File: config.mk
export PLATFORM = sky130hd
export DESIGN_NAME = arm_data_mem_arbiter
export DESIGN_NICKNAME = d
export VERILOG_FILES = /design/src/rtl/arm_data_mem_arbiter.sv
export SDC_FILE = /design/constraint.sdc
export NUM_CORES = 1
export LEC_CHECK = 0
export CORE_AREA = 2 2 117 119
export DETAILED_ROUTE_END_ITERATION = 12
export DIE_AREA = 0 0 119 121
export HOLD_SLACK_MARGIN = 0.06
export PLACE_DENSITY = 0.69
export RECOVER_POWER = 25
export SYNTH_ARGS = -nofsm -noshare
export SYNTH_HDL_FRONTEND = slang
export SYNTH_SLANG_ARGS = --single-unit
File: constraint.sdc
create_clock -name i_CLK -period 2.9 [get_ports i_CLK]
set_input_delay 0.29 -clock i_CLK [delete_from_list [all_inputs] [get_ports i_CLK]]
set_output_delay 0.29 -clock i_CLK [all_outputs]
set_load 0.03 [all_outputs]
File: src/rtl/arm_data_mem_arbiter.sv
// arm_data_mem_arbiter
//   Shares one single-port data memory between requester A (CPU load/store)
//   and requester B (program loader / debug). Grants are combinational with
//   round-robin tie breaking. A granted access carrying Lock=1 lets its owner
//   keep exclusive eligibility for up to MaxLock consecutive accesses. The
//   memory read is combinational; a granted read is captured and returned
//   to its port one cycle later.
//
//   Optional feature macro: ARB_B_WRITE_PROTECT_EN
//     When defined, B writes to word addresses below ProtectBase are granted
//     but not written, and o_B_Err pulses in the following cycle. When it is
//     undefined, o_B_Err is tied to 0.
//
// Ports
//   i_CLK, i_RESET_N              clock, synchronous active-low reset
//   i_X_Req/Lock/WE/Addr/WData    request from port X (X = A, B)
//   o_X_Gnt                       port X access performed this cycle
//   o_X_RValid, o_X_RData         registered read return for port X
//   o_B_Err                       suppressed B write (one-cycle pulse)
//   o_Mem_WE/Addr/WData           memory request (muxed from the granted port)
//   i_Mem_RData                   combinational memory read data
module arm_data_mem_arbiter #(
  parameter int BusWidth    = 32,
  parameter int MaxLock     = 4,
  parameter int ProtectBase = 16
) (
  input  logic                i_CLK,
  input  logic                i_RESET_N,
  input  logic                i_A_Req,
  input  logic                i_A_Lock,
  input  logic                i_A_WE,
  input  logic [BusWidth-1:0] i_A_Addr,
  input  logic [BusWidth-1:0] i_A_WData,
  output logic                o_A_Gnt,
  output logic                o_A_RValid,
  output logic [BusWidth-1:0] o_A_RData,
  input  logic                i_B_Req,
  input  logic                i_B_Lock,
  input  logic                i_B_WE,
  input  logic [BusWidth-1:0] i_B_Addr,
  input  logic [BusWidth-1:0] i_B_WData,
  output logic                o_B_Gnt,
  output logic                o_B_RValid,
  output logic [BusWidth-1:0] o_B_RData,
  output logic                o_B_Err,
  output logic                o_Mem_WE,
  output logic [BusWidth-1:0] o_Mem_Addr,
  output logic [BusWidth-1:0] o_Mem_WData,
  input  logic [BusWidth-1:0] i_Mem_RData
);

  localparam int CW = $clog2(MaxLock + 1);
  localparam logic [CW-1:0] MAX_CNT = CW'(MaxLock);

  typedef enum logic [1:0] {IDLE, OWN_A, OWN_B} state_t;

  state_t        state_q;
  logic [CW-1:0] cnt_q, cnt_d;
  logic          lastb_q;       // 1: B was granted last, so A wins a tie
  logic          gnt_a, gnt_b;
  logic          own_hit;       // grant continues the current ownership
  logic          g_lock;
  logic          b_prot;        // granted B write that must be suppressed

  logic                a_rvalid_q, b_rvalid_q;
  logic [BusWidth-1:0] a_rdata_q, b_rdata_q;

  // Owner keeps exclusive eligibility only while it keeps requesting;
  // otherwise fall through to plain round-robin in the same cycle.
  always_comb begin
    gnt_a = 1'b0;
    gnt_b = 1'b0;
    if (i_RESET_N) begin
      if (state_q == OWN_A && i_A_Req)      gnt_a = 1'b1;
      else if (state_q == OWN_B && i_B_Req) gnt_b = 1'b1;
      else if (i_A_Req && i_B_Req) begin
        if (lastb_q) gnt_a = 1'b1;
        else         gnt_b = 1'b1;
      end
      else if (i_A_Req) gnt_a = 1'b1;
      else if (i_B_Req) gnt_b = 1'b1;
    end
  end

  assign own_hit = (state_q == OWN_A && gnt_a) || (state_q == OWN_B && gnt_b);
  assign g_lock  = gnt_a ? i_A_Lock : i_B_Lock;
  assign cnt_d   = cnt_q + CW'(1);

`ifdef ARB_B_WRITE_PROTECT_EN
  logic b_err_q;
  assign b_prot = gnt_b & i_B_WE & (i_B_Addr < BusWidth'(ProtectBase));

  always_ff @(posedge i_CLK) begin
    if (!i_RESET_N) b_err_q <= 1'b0;
    else            b_err_q <= b_prot;
  end

  assign o_B_Err = b_err_q;
`else
  assign b_prot  = 1'b0;
  assign o_B_Err = 1'b0;
`endif

  always_ff @(posedge i_CLK) begin
    if (!i_RESET_N) begin
      state_q    <= IDLE;
      cnt_q      <= '0;
      lastb_q    <= 1'b1;
      a_rvalid_q <= 1'b0;
      b_rvalid_q <= 1'b0;
      a_rdata_q  <= '0;
      b_rdata_q  <= '0;
    end else begin
      a_rvalid_q <= gnt_a & ~i_A_WE;
      b_rvalid_q <= gnt_b & ~i_B_WE;
      if (gnt_a & ~i_A_WE) a_rdata_q <= i_Mem_RData;
      if (gnt_b & ~i_B_WE) b_rdata_q <= i_Mem_RData;

      if (gnt_a | gnt_b) begin
        lastb_q <= gnt_b;
        if (own_hit) begin
          if (!g_lock || cnt_d >= MAX_CNT) begin
            state_q <= IDLE;
            cnt_q   <= '0;
          end else begin
            cnt_q <= cnt_d;
          end
        end else if (g_lock && MaxLock > 1) begin
          state_q <= gnt_a ? OWN_A : OWN_B;
          cnt_q   <= CW'(1);
        end else begin
          state_q <= IDLE;
          cnt_q   <= '0;
        end
      end else begin
        state_q <= IDLE;
        cnt_q   <= '0;
      end
    end
  end

  assign o_A_Gnt     = gnt_a;
  assign o_B_Gnt     = gnt_b;
  assign o_A_RValid  = a_rvalid_q;
  assign o_B_RValid  = b_rvalid_q;
  assign o_A_RData   = a_rdata_q;
  assign o_B_RData   = b_rdata_q;

  assign o_Mem_WE    = gnt_a ? i_A_WE : (gnt_b & i_B_WE & ~b_prot);
  assign o_Mem_Addr  = gnt_a ? i_A_Addr  : (gnt_b ? i_B_Addr  : '0);
  assign o_Mem_WData = gnt_a ? i_A_WData : (gnt_b ? i_B_WData : '0);

endmodule

# Word-level counts from Yosys, hierarchy flattened
# Index checks and enable logic that the tools add are counted.
totals:
  register_bits: 72
  latchBits: 0
  mem_bits_rw: 0
  mem_bits_ro: 0
  in_bits: 168
  out_inout_bits: 134
  wordCells: 53
  n_memories: 0
classes:
  addsub: 1
  n_mul: 0
  div_mod_pow: 0
  order_cmp: 1
  n_eq_ne: 3
  n_shift: 0
  n_mux: 26
  n_bitwise: 6
  reduce_logical: 9
op_table:
  columns: ["cell", "n"]
  rows:
  - ["$mux W32", 4]
  - ["$mux W1", 16]
  - ["$mux W2", 4]
  - ["$mux W3", 2]
  - ["$logic_and A1 B1 Y1", 5]
  - ["$add A3 B1 Y3 const B", 1]
  - ["$and A1 B1 Y1", 3]
  - ["$ge A3 B3 Y1 const B", 1]
  - ["$eq A2 B1 Y1 const B", 1]
  - ["$eq A2 B2 Y1 const B", 1]
  - ["$logic_or A1 B1 Y1", 2]
  - ["$ne A2 B1 Y1 const B", 1]
  - ["$not A1 Y1", 2]
  - ["$reduce_and A2 Y1", 1]
  - ["$logic_not A1 Y1", 1]
  - ["$or A1 B1 Y1", 1]

# Depth between registers and ports, before layout
depth:
  depth_word: 10
  mapped_depth: 7
  depth_no_buf: 4

# Worst setup path after synthesis
# OpenSTA, ideal clock, no wires.
synth_timing:
  path_type: "register -> output"
  startpoint: "register lastb_q"
  endpoint: "output o_Mem_WData[10]"
  arrival_time_ps: 1512
  required_ps: 2610
  slack_ps: 1098
  path_stages_with_launch: 6
  path_buffers: 1
  cell_sequence: "dfxtp_1 nor2b_2 o211ai_2 and2b_1 buf_2 a22o_1"
synth_between:
  elab_chain_cells: 7
  elab_cells_between_ends: 12
  classes_between: "mux: 12"
synth_rtl:
  columns: ["element", "line", "rtl"]
  rows:
  - ["start, declared", "59", "logic lastb_q;"]
  - ["start signal, assigned", "120", "lastb_q <= gnt_b;"]
  - ["$mux W1", "77", "if (lastb_q) gnt_a = 1'b1;"]
  - ["$mux W1", "76", "else if (i_A_Req && i_B_Req) begin"]
  - ["$mux W1", "75", "else if (state_q == OWN_B && i_B_Req) gnt_b = 1'b1;"]
  - ["$mux W1", "74", "if (state_q == OWN_A && i_A_Req) gnt_a = 1'b1;"]
  - ["$mux W1", "73", "if (i_RESET_N) begin"]
  - ["net o_B_Gnt", "42", "output logic o_B_Gnt,"]
  - ["$mux W32 (2 in series)", "151", "assign o_Mem_WData = gnt_a ? i_A_WData : (gnt_b ? i_B_WData : '0);"]
  - ["end, declared", "48", "output logic [BusWidth-1:0] o_Mem_WData,"]
# The timed path passes the listed nets, and every way through them passes these cells.

# Final worst setup path
layout_timing:
  startpoint: "register lastb_q"
  endpoint: "output o_Mem_Addr[2]"
layout_between:
  elab_chain_cells: 7
  elab_cells_between_ends: 12
  classes_between: "mux: 12"
layout_rtl:
  columns: ["element", "line", "rtl"]
  rows:
  - ["$mux W1", "77", null]
  - ["$mux W1", "76", null]
  - ["$mux W1", "75", null]
  - ["$mux W1", "74", null]
  - ["$mux W1", "73", null]
  - ["$mux W32", "150", "assign o_Mem_Addr = gnt_a ? i_A_Addr : (gnt_b ? i_B_Addr : '0);"]
  - ["$mux W32 *", "150", null]
  - ["end, declared", "47", "output logic [BusWidth-1:0] o_Mem_Addr,"]
# Every way passes the cells marked *; elsewhere a longest branch is shown, timed or not.

==> run metrics <==
Tmin final 2.43 ns; routed vias/inst 4.78; die width ~120 um; number of H-tree levels 3; Setup crit start kind register; Clock transition at path regs 0.06 ns; Total GRT Usage 22.3%; period utilization 83.7%; Starting Density a little over a quarter; Post-DP Area between 0.006 and 0.007 mm2; register area share after synthesis 41.5%; synth unique cells 32; RSZ-0062 raised after global routing false; Design Area, Final 0.00700 mm2; clock latency on the worst-skew pair between 0.3 and 0.4 ns; Syn Area/Cell 8.71 um2; core area 0.0131 mm2; Max-Cap Viols 0; Placer Congestion approximately 1.1; vias in the first global route 4122; CP endpoint kind primary output; DRC viols 0; critical path arrival 2.14 ns; CTS tree done; Hold-fix buffers, CTS 0; Worst Path Required 2.61 ns; area leader, netlist dfxtp_1; synth-to-layout area growth 102%; Min-Delay Path Class register to register; Mapped Area between 0.003 and 0.004 mm2; Synth area leaders dfxtp_1, a22o_1, mux2i_1; Clock Sink Count 72; first-iteration detailed-routing DRC count 162; Ant. Diodes 0; status completed; die area around 0.014 mm2; PD cells 466 mW/mm2; first-pass GRT wire length 24.7 mm; most frequent cells in the layout clkdlybuf4s50_1, dfxtp_1, nand2_1, a22o_1, buf_4; GRT overflow 0; Synth warnings 0; post-DP HPWL 13.5 mm; commonest non-fill, non-tap cell in the layout clkdlybuf4s50_1; # IOs 302; Async S/R FF share, synth 0%; # setup viols final 0; Post-synth EDFFs 0; die height 121 um; Cells after Synth between 300 and 400; Clock Skew 0.00616 ns; Synth top area share 41.5%; largest net degree at the start of global routing 48; Lkg Pwr around 3.0 nW; row count 42; final hold violation count 0; predominant post-synthesis flop cell dfxtp_1; DR pass1 iterations 6; PortBufs 300; clk buf depth 2; critical path peak fanout 30; Setup CP Type register to primary output; number of routed nets with antenna violations 0; setup TNS 0 ns; routed vias 4146; post-CTS sizing 0; post-layout net count 856; final wirelength 16.8 mm; wire length per cell 19.4 um; final max-slew violation count 0; fraction of layout cells with a size suffix above 1 ~15%; root buffer cell clkbuf_16; Max VDD drop between 0.0003 and 0.0004 V; f_max roughly 410 MHz; CTS Buf Count 9; #FFs+latches synth 72; Setup Buffers After CTS 0; antenna violations before repair 0
[final timing paths]
kind | slack, ns | startpoint | cells after the start | endpoint
setup reg to reg | 0.97 | lastb_q | 5 | o_A_RData[15]
hold / removal | 0.44 | o_B_RData[11] | 2 | o_B_RData[11]
hold reg to reg | 0.44 | o_B_RData[11] | 2 | o_B_RData[11]
setup / recovery | 0.47 | lastb_q | 5 | o_Mem_Addr[2]
[power by group]
part	total, W	switching (W)	internal, W
clock	0.00112	0.000440	0.000676
combinational	0.00107	0.000544	0.000524
sequential	0.00108	0.0000300	0.00105
[cells by family (layout without fill, tap and decap cells)]
logic type,Yosys count,in the layout,synth area share (%)
AND/OR/NAND/NOR,117,117,15.3
AO/OA/AOI/OAI,106,106,23.0
flip-flops,72,72,41.5
buffers and inverters,69,361,10.3
multiplexers,32,32,9.22
adder cells (fa/ha/maj),1,1,0.360
other,1,2,0.108
XOR/XNOR,1,1,0.252
[area by class of cell]
cell class | instances | area, um2
fillers | 1145 | 6080
repair buffers | 314 | 3230
multi-input cells | 259 | 1690
flip-flops and latches | 72 | 1440
clock buffers | 9 | 225
well taps | 176 | 220
inverters | 31 | 116
clock inverters | 7 | 80.1
[registers in the layout, indices dropped and copies added (netlist names)]
signal and cells:
o_A_RData 32, state_q 2, o_B_RData 32, cnt_q 3
o_B_RValid 1, o_A_RValid 1, lastb_q 1
[per-stage QoR]
stage	setup slack [ns]	util (%)	hold WS (ns)	total power, W	instances
after floorplan	1.10	-	0.426	0.00158	400
after global placement	0.586	51.2	0.437	0.00217	852
after detailed placement	0.546	51.2	0.440	0.00218	852
after CTS	0.415	53.5	0.449	0.00331	868
after global routing	0.268	53.5	0.468	0.00340	868
final	0.472	53.5	0.445	0.00326	868
[synthesized netlist by cell type, types with 3 or more instances]
library cell / count
clkbuf_1: 15
a22o_1: 65
buf_2: 13
nand3_1: 33
mux2i_1: 32
buf_12: 3
nand2_1: 69
nand2b_1: 5
dfxtp_1: 72
inv_1: 31
buf_4: 5
o21ai_1: 33
[layer usage]
metal	vias to the layer above	global-route usage [%]	part of all wire [%]
li1	1965	-	-
met4	0	12.9	5.8
met5	-	0	0
met1	1936	24.7	37
met2	205	37.0	48
met3	40	7.99	9.2
[worst max-delay path, stage by stage, from the launching register on]
cell and delay (ns):
dfxtp_1 0.40, nor2b_2 0.24, o2111a_2 0.41, buf_4 0.37
a22o_1 0.26, buf_12 0.14
(Power assumes the default switching activity.)
==> RTL edit 1: new RTL, same flow settings <==
Encoding of `state_t`: now one-hot (3 bits for 3 states).
--- a/src/rtl/arm_data_mem_arbiter.sv
+++ b/src/rtl/arm_data_mem_arbiter.sv
@@ -52,7 +52,7 @@
   localparam int CW = $clog2(MaxLock + 1);
   localparam logic [CW-1:0] MAX_CNT = CW'(MaxLock);
 
-  typedef enum logic [1:0] {IDLE, OWN_A, OWN_B} state_t;
+  typedef enum logic [2:0] {IDLE = 3'b001, OWN_A = 3'b010, OWN_B = 3'b100} state_t;
 
   state_t        state_q;
   logic [CW-1:0] cnt_q, cnt_d;
Check against the original RTL: no difference found for any inputs over 4 cycles, from zero or initial values and one cycle with i_RESET_N low; so few cycles prove little.
==> RTL edit 1 against the original RTL <==
  * Critical path depth is 1 higher
  * Fmax is 14% lower
  * Sequential cell count is 1 higher
  * Register-to-register slack got worse by 0.04 ns
  * First-iteration DRC count up 70%
  * Sequential share of layout area decreased by 2.2 points
  * Final area is 13% higher
  * Utilization grew 7.1 points
  * Power grew 0.39%
  * Setup slack worse by 0.40 ns
  * Worst hold slack improved by 0.0054 ns
  * Area after synthesis grew 26%
  * Routed wire length shrank 3.1%
  * Critical endpoint is now o_Mem_WData[26]
  * Highest routed layer unchanged
==> RTL edit 1: results (changes against the original RTL) <==
layout cells sized above 1 7.21% (was 14.9%); met2 WL post-DR 8170 um (was 8040 um); asr flop ratio synth 0% (unchanged); worst skew pair latency 0.32 ns (about the same); crit-path max FO 21 (was 30); Mapped Avg Cell Area 7.46 sq um (was 8.71 sq um); Leak 4.03 nW (was 2.99 nW); dpl cells 1,034 (was 852); largest net degree at the start of global routing 101 (was 48); Post-synth top cells 134 x inv_1, 100 x nand2_1, 73 x dfxtp_1 (was 72 x dfxtp_1, 69 x nand2_1, 65 x a22o_1); clk buf depth 2 (unchanged); worst IR drop on VDD 0.254 mV (was 0.332 mV); first-pass GRT wire length 24,800 um (was 24,700 um); total number of vias 4,967 (was 4,146); skew final 0.00671 ns (was 0.00616 ns); Detail Placement HPWL 12,900 um (was 13,500 um); CP arrival 2.54 ns (was 2.14 ns); initial DRC count 276 (was 162); register area share after synthesis 33.5% (was 41.5%); status complete, no violations (unchanged); gr usage total 21.7% (was 22.3%); library cells used by synthesis 35 (was 32); Max stage delay cell, worst path clkdlybuf4s50_1 (was o2111a_2); vias in the first global route 4,823 (was 4,122); Fillers 1,156 (was 1,145); Worst R2R Path Depth 7 (was 5); M1 wire length 6310 um (was 6260 um); DR WL met3 1310 um (was 1550 um); Pre-antenna DRT Iters 4 (was 6); Final GP Congestion 0.844 (was 1.05); RR Startpoint state_q[2] (was lastb_q); top post-synthesis cells by area dfxtp_1 33%, o32a_1 15%, mux2i_1 15%, inv_1 12%, nand2_1 8.6% (was dfxtp_1 41%, a22o_1 16%, mux2i_1 9.2%, nand2_1 7.5%, nand3_1 4.8%); Hold Path Origin o_A_RData[15] (was o_B_RData[11]); top cell family by delay on the critical path buffers and inverters (was compound AO/OA/AOI/OAI gates); Routed Wire Length 16,300 um (was 16,800 um); Power Density 412 nW/um^2 (was 466 nW/um^2); CP Launch Point state_q[0] (was lastb_q)
==> RTL edit 1: final timing paths <==
check,endpoint,slack (ns)
setup / recovery,o_Mem_WData[26],0.07
hold / removal,o_A_RData[15],0.45
setup reg to reg,o_B_RData[17],0.93
hold reg to reg,o_A_RData[15],0.45
==> RTL edit 1: layout make-up <==
type	instances	share of cell area, %
Inverter	135	6.39
Clock inverter	4	0.647
Sequential cell	73	18.4
Multi-Input combinational cell	331	27.7
Timing Repair Buffer	319	40.8
Clock buffer	12	3.23
Tap cell	176	2.78
==> RTL edit 1: timing repair <==
item,CTS,global route
buffers inserted,0,0
gates resized for setup,0,30
endpoints found under the setup margin,0,30
==> RTL edit 1: stage by stage <==
stage	util (%)	worst slack (ns)	instance area, sq um
after floorplan	-	0.875	4370
after detailed placement	57.7	0.154	7550
after CTS	60.1	0.0347	7860
final	60.6	0.0719	7930
after global placement	57.7	0.218	7550
after global routing	60.6	0.000998	7930
==> RTL edit 1: per-layer routing <==
metal  GRT usage (%)  vias to the layer above
li1                -                     2454
met2            38.6                      206
met4            8.48                        0
met1            24.4                     2282
met5               0                        -
met3            6.20                       25
==> RTL edit 1: cell families (layout without fill, tap and decap cells) <==
family                     after synthesis  count (layout)  synth area share (%)
adders and majority gates                1               1                 0.286
and+or+nand+nor                        182             182                  16.6
xor gates and xnor gates                 1               1                 0.201
other                                    1               2                0.0859
DFF                                     73              73                  33.5
AOI/OAI and AO/OA                       81              81                  17.9
muxes                                   64              64                  14.7
buffers and inverters                  182             470                  16.8
==> RTL edit 1: power by group <==
| group | switching (mW) | internal [mW] |
|---|---|---|
| logic | 0.548 | 0.532 |
| clock network | 0.400 | 0.713 |
| registers | 0.0262 | 1.05 |
==> RTL edit 2: new RTL, config.mk and constraints unchanged <==
Made on the original files. The parameter `MaxLock` goes from 4 to 8.
--- a/src/rtl/arm_data_mem_arbiter.sv
+++ b/src/rtl/arm_data_mem_arbiter.sv
@@ -21,7 +21,7 @@
 //   i_Mem_RData                   combinational memory read data
 module arm_data_mem_arbiter #(
   parameter int BusWidth    = 32,
-  parameter int MaxLock     = 4,
+  parameter int MaxLock     = 8,
   parameter int ProtectBase = 16
 ) (
   input  logic                i_CLK,
Check against the original RTL: not equivalent (Yosys sat finds a counterexample within 10 cycles, from zero or initial values and one cycle with i_RESET_N low).
==> RTL edit 2 against the original RTL <==
  * Utilization fell by 2.1 points
  * Sequential cell count rose by 1
  * Final cell count rose by 0.58%
  * Synthesized cell count rose by 3.3%
  * Area after synthesis fell by 2.7%
  * Power fell by 4.8%
  * Count of clock-buffer cells in the layout rose by 1
  * Routed wire length fell by 6.5%
  * Final area fell by 3.9%
  * First-iteration DRC count rose by 38%
  * Setup slack got worse by 0.13 ns
  * Combinational power fell by 7%
  * Clock power fell by 9%
  * Via count rose by 2.6%
  * Critical endpoint is now o_Mem_Addr[25]
  * Highest routed layer unchanged
==> RTL edit 2: results (changes against the original RTL) <==
status complete, no violations (unchanged); multi-input gates 300 (was 259); post-synthesis cell area 3380 sq um (was 3470 sq um); crit-path max FO 46 (was 30); Synth Area in XOR/XNOR 0.518% (was 0.252%); Fillers 1,209 (was 1,145); r2r setup slk 0.75 ns (was 0.97 ns); M1 wire length 6060 um (was 6260 um); Placed Area 6460 sq um (was 6700 sq um); met2 WL post-DR 7880 um (was 8040 um); Syn Inst Count 412 (was 399); met1 GRT Util 23.5% (was 24.7%); top post-synthesis cells by area dfxtp_1 43%, a22o_1 17%, nand2_1 11%, o21ai_1 9.5%, nand3_1 4.9% (was dfxtp_1 41%, a22o_1 16%, mux2i_1 9.2%, nand2_1 7.5%, nand3_1 4.8%); clkbuf count 10 (was 9); Pre-antenna DRT Iters 4 (was 6); first-pass GRT wire length 23,000 um (was 24,700 um); Worst R2R Path Depth 4 (was 5); Routed Wire Length 15,700 um (was 16,800 um); dpl ws 0.449 ns (was 0.546 ns); met2 usage 35.3% (was 37.0%); Adder-Cell Fraction of Synth Area 0.370% (was 0.360%); Buffers excl. clock 308 (was 314); vias per inst 4.87 (was 4.78); initial DRC count 224 (was 162); Yosys top cell area share 43.2% (was 41.5%); NonClk Buf Share 45.4% (was 46.1%); Detail Placement HPWL 12,100 um (was 13,500 um); gr usage total 20.5% (was 22.3%); Hold Path Origin o_B_RData[6] (was o_B_RData[11]); skew final 0.00447 ns (was 0.00616 ns); met3 Resource Use GR 7.05% (was 7.99%); top cell family by delay on the critical path buffers and inverters (was compound AO/OA/AOI/OAI gates); largest net degree at the start of global routing 69 (was 48); post-layout net count 861 (was 856); library cells used by synthesis 31 (was 32); total number of vias 4,252 (was 4,146); mux cell area share after synthesis 0% (was 9.22%); area of the multi-input gates 1710 sq um (was 1690 sq um); vias in the first global route 4,019 (was 4,122); worst IR drop on VDD 0.333 mV (was 0.332 mV); register area share after synthesis 43.2% (was 41.5%); ClkCell Share 4.20% (was 4.36%); fin area 6730 sq um (was 7000 sq um); Logic inverters 0 (was 31); DR WL met3 1440 um (was 1550 um); complex-gate fraction of the synthesized area 29.1% (was 23.0%)
## RTL edit 2: power breakdown
| part | total, mW | internal (mW) | switching, mW |
|---|---|---|---|
| Combinational | 0.993 | 0.483 | 0.510 |
| Sequential | 1.09 | 1.06 | 0.0300 |
| Clock | 1.02 | 0.603 | 0.421 |
## RTL edit 2: kinds of logic (layout without fill, tap and decap cells)
family                     count (synthesis)  after routing
and+or+nand+nor                          154            154
AOI/OAI and AO/OA                        141            141
DFF                                       73             73
buffers and inverters                     40            324
xor gates and xnor gates                   2              2
adders and majority gates                  1              1
other                                      1              2
## RTL edit 2: worst max path at each step
stage	from	endpoint	slack, ns	depth (start not counted)
floorplan	lastb_q	o_Mem_WData[12]	1.07	5
global placement	i_B_Req	o_Mem_Addr[27]	0.51	6
global route	i_B_Req	o_Mem_Addr[20]	0.21	6
finish	i_B_Req	o_Mem_Addr[25]	0.34	6
CTS	i_B_Req	o_Mem_Addr[25]	0.45	6
detailed placement	i_B_Req	o_Mem_Addr[25]	0.45	6
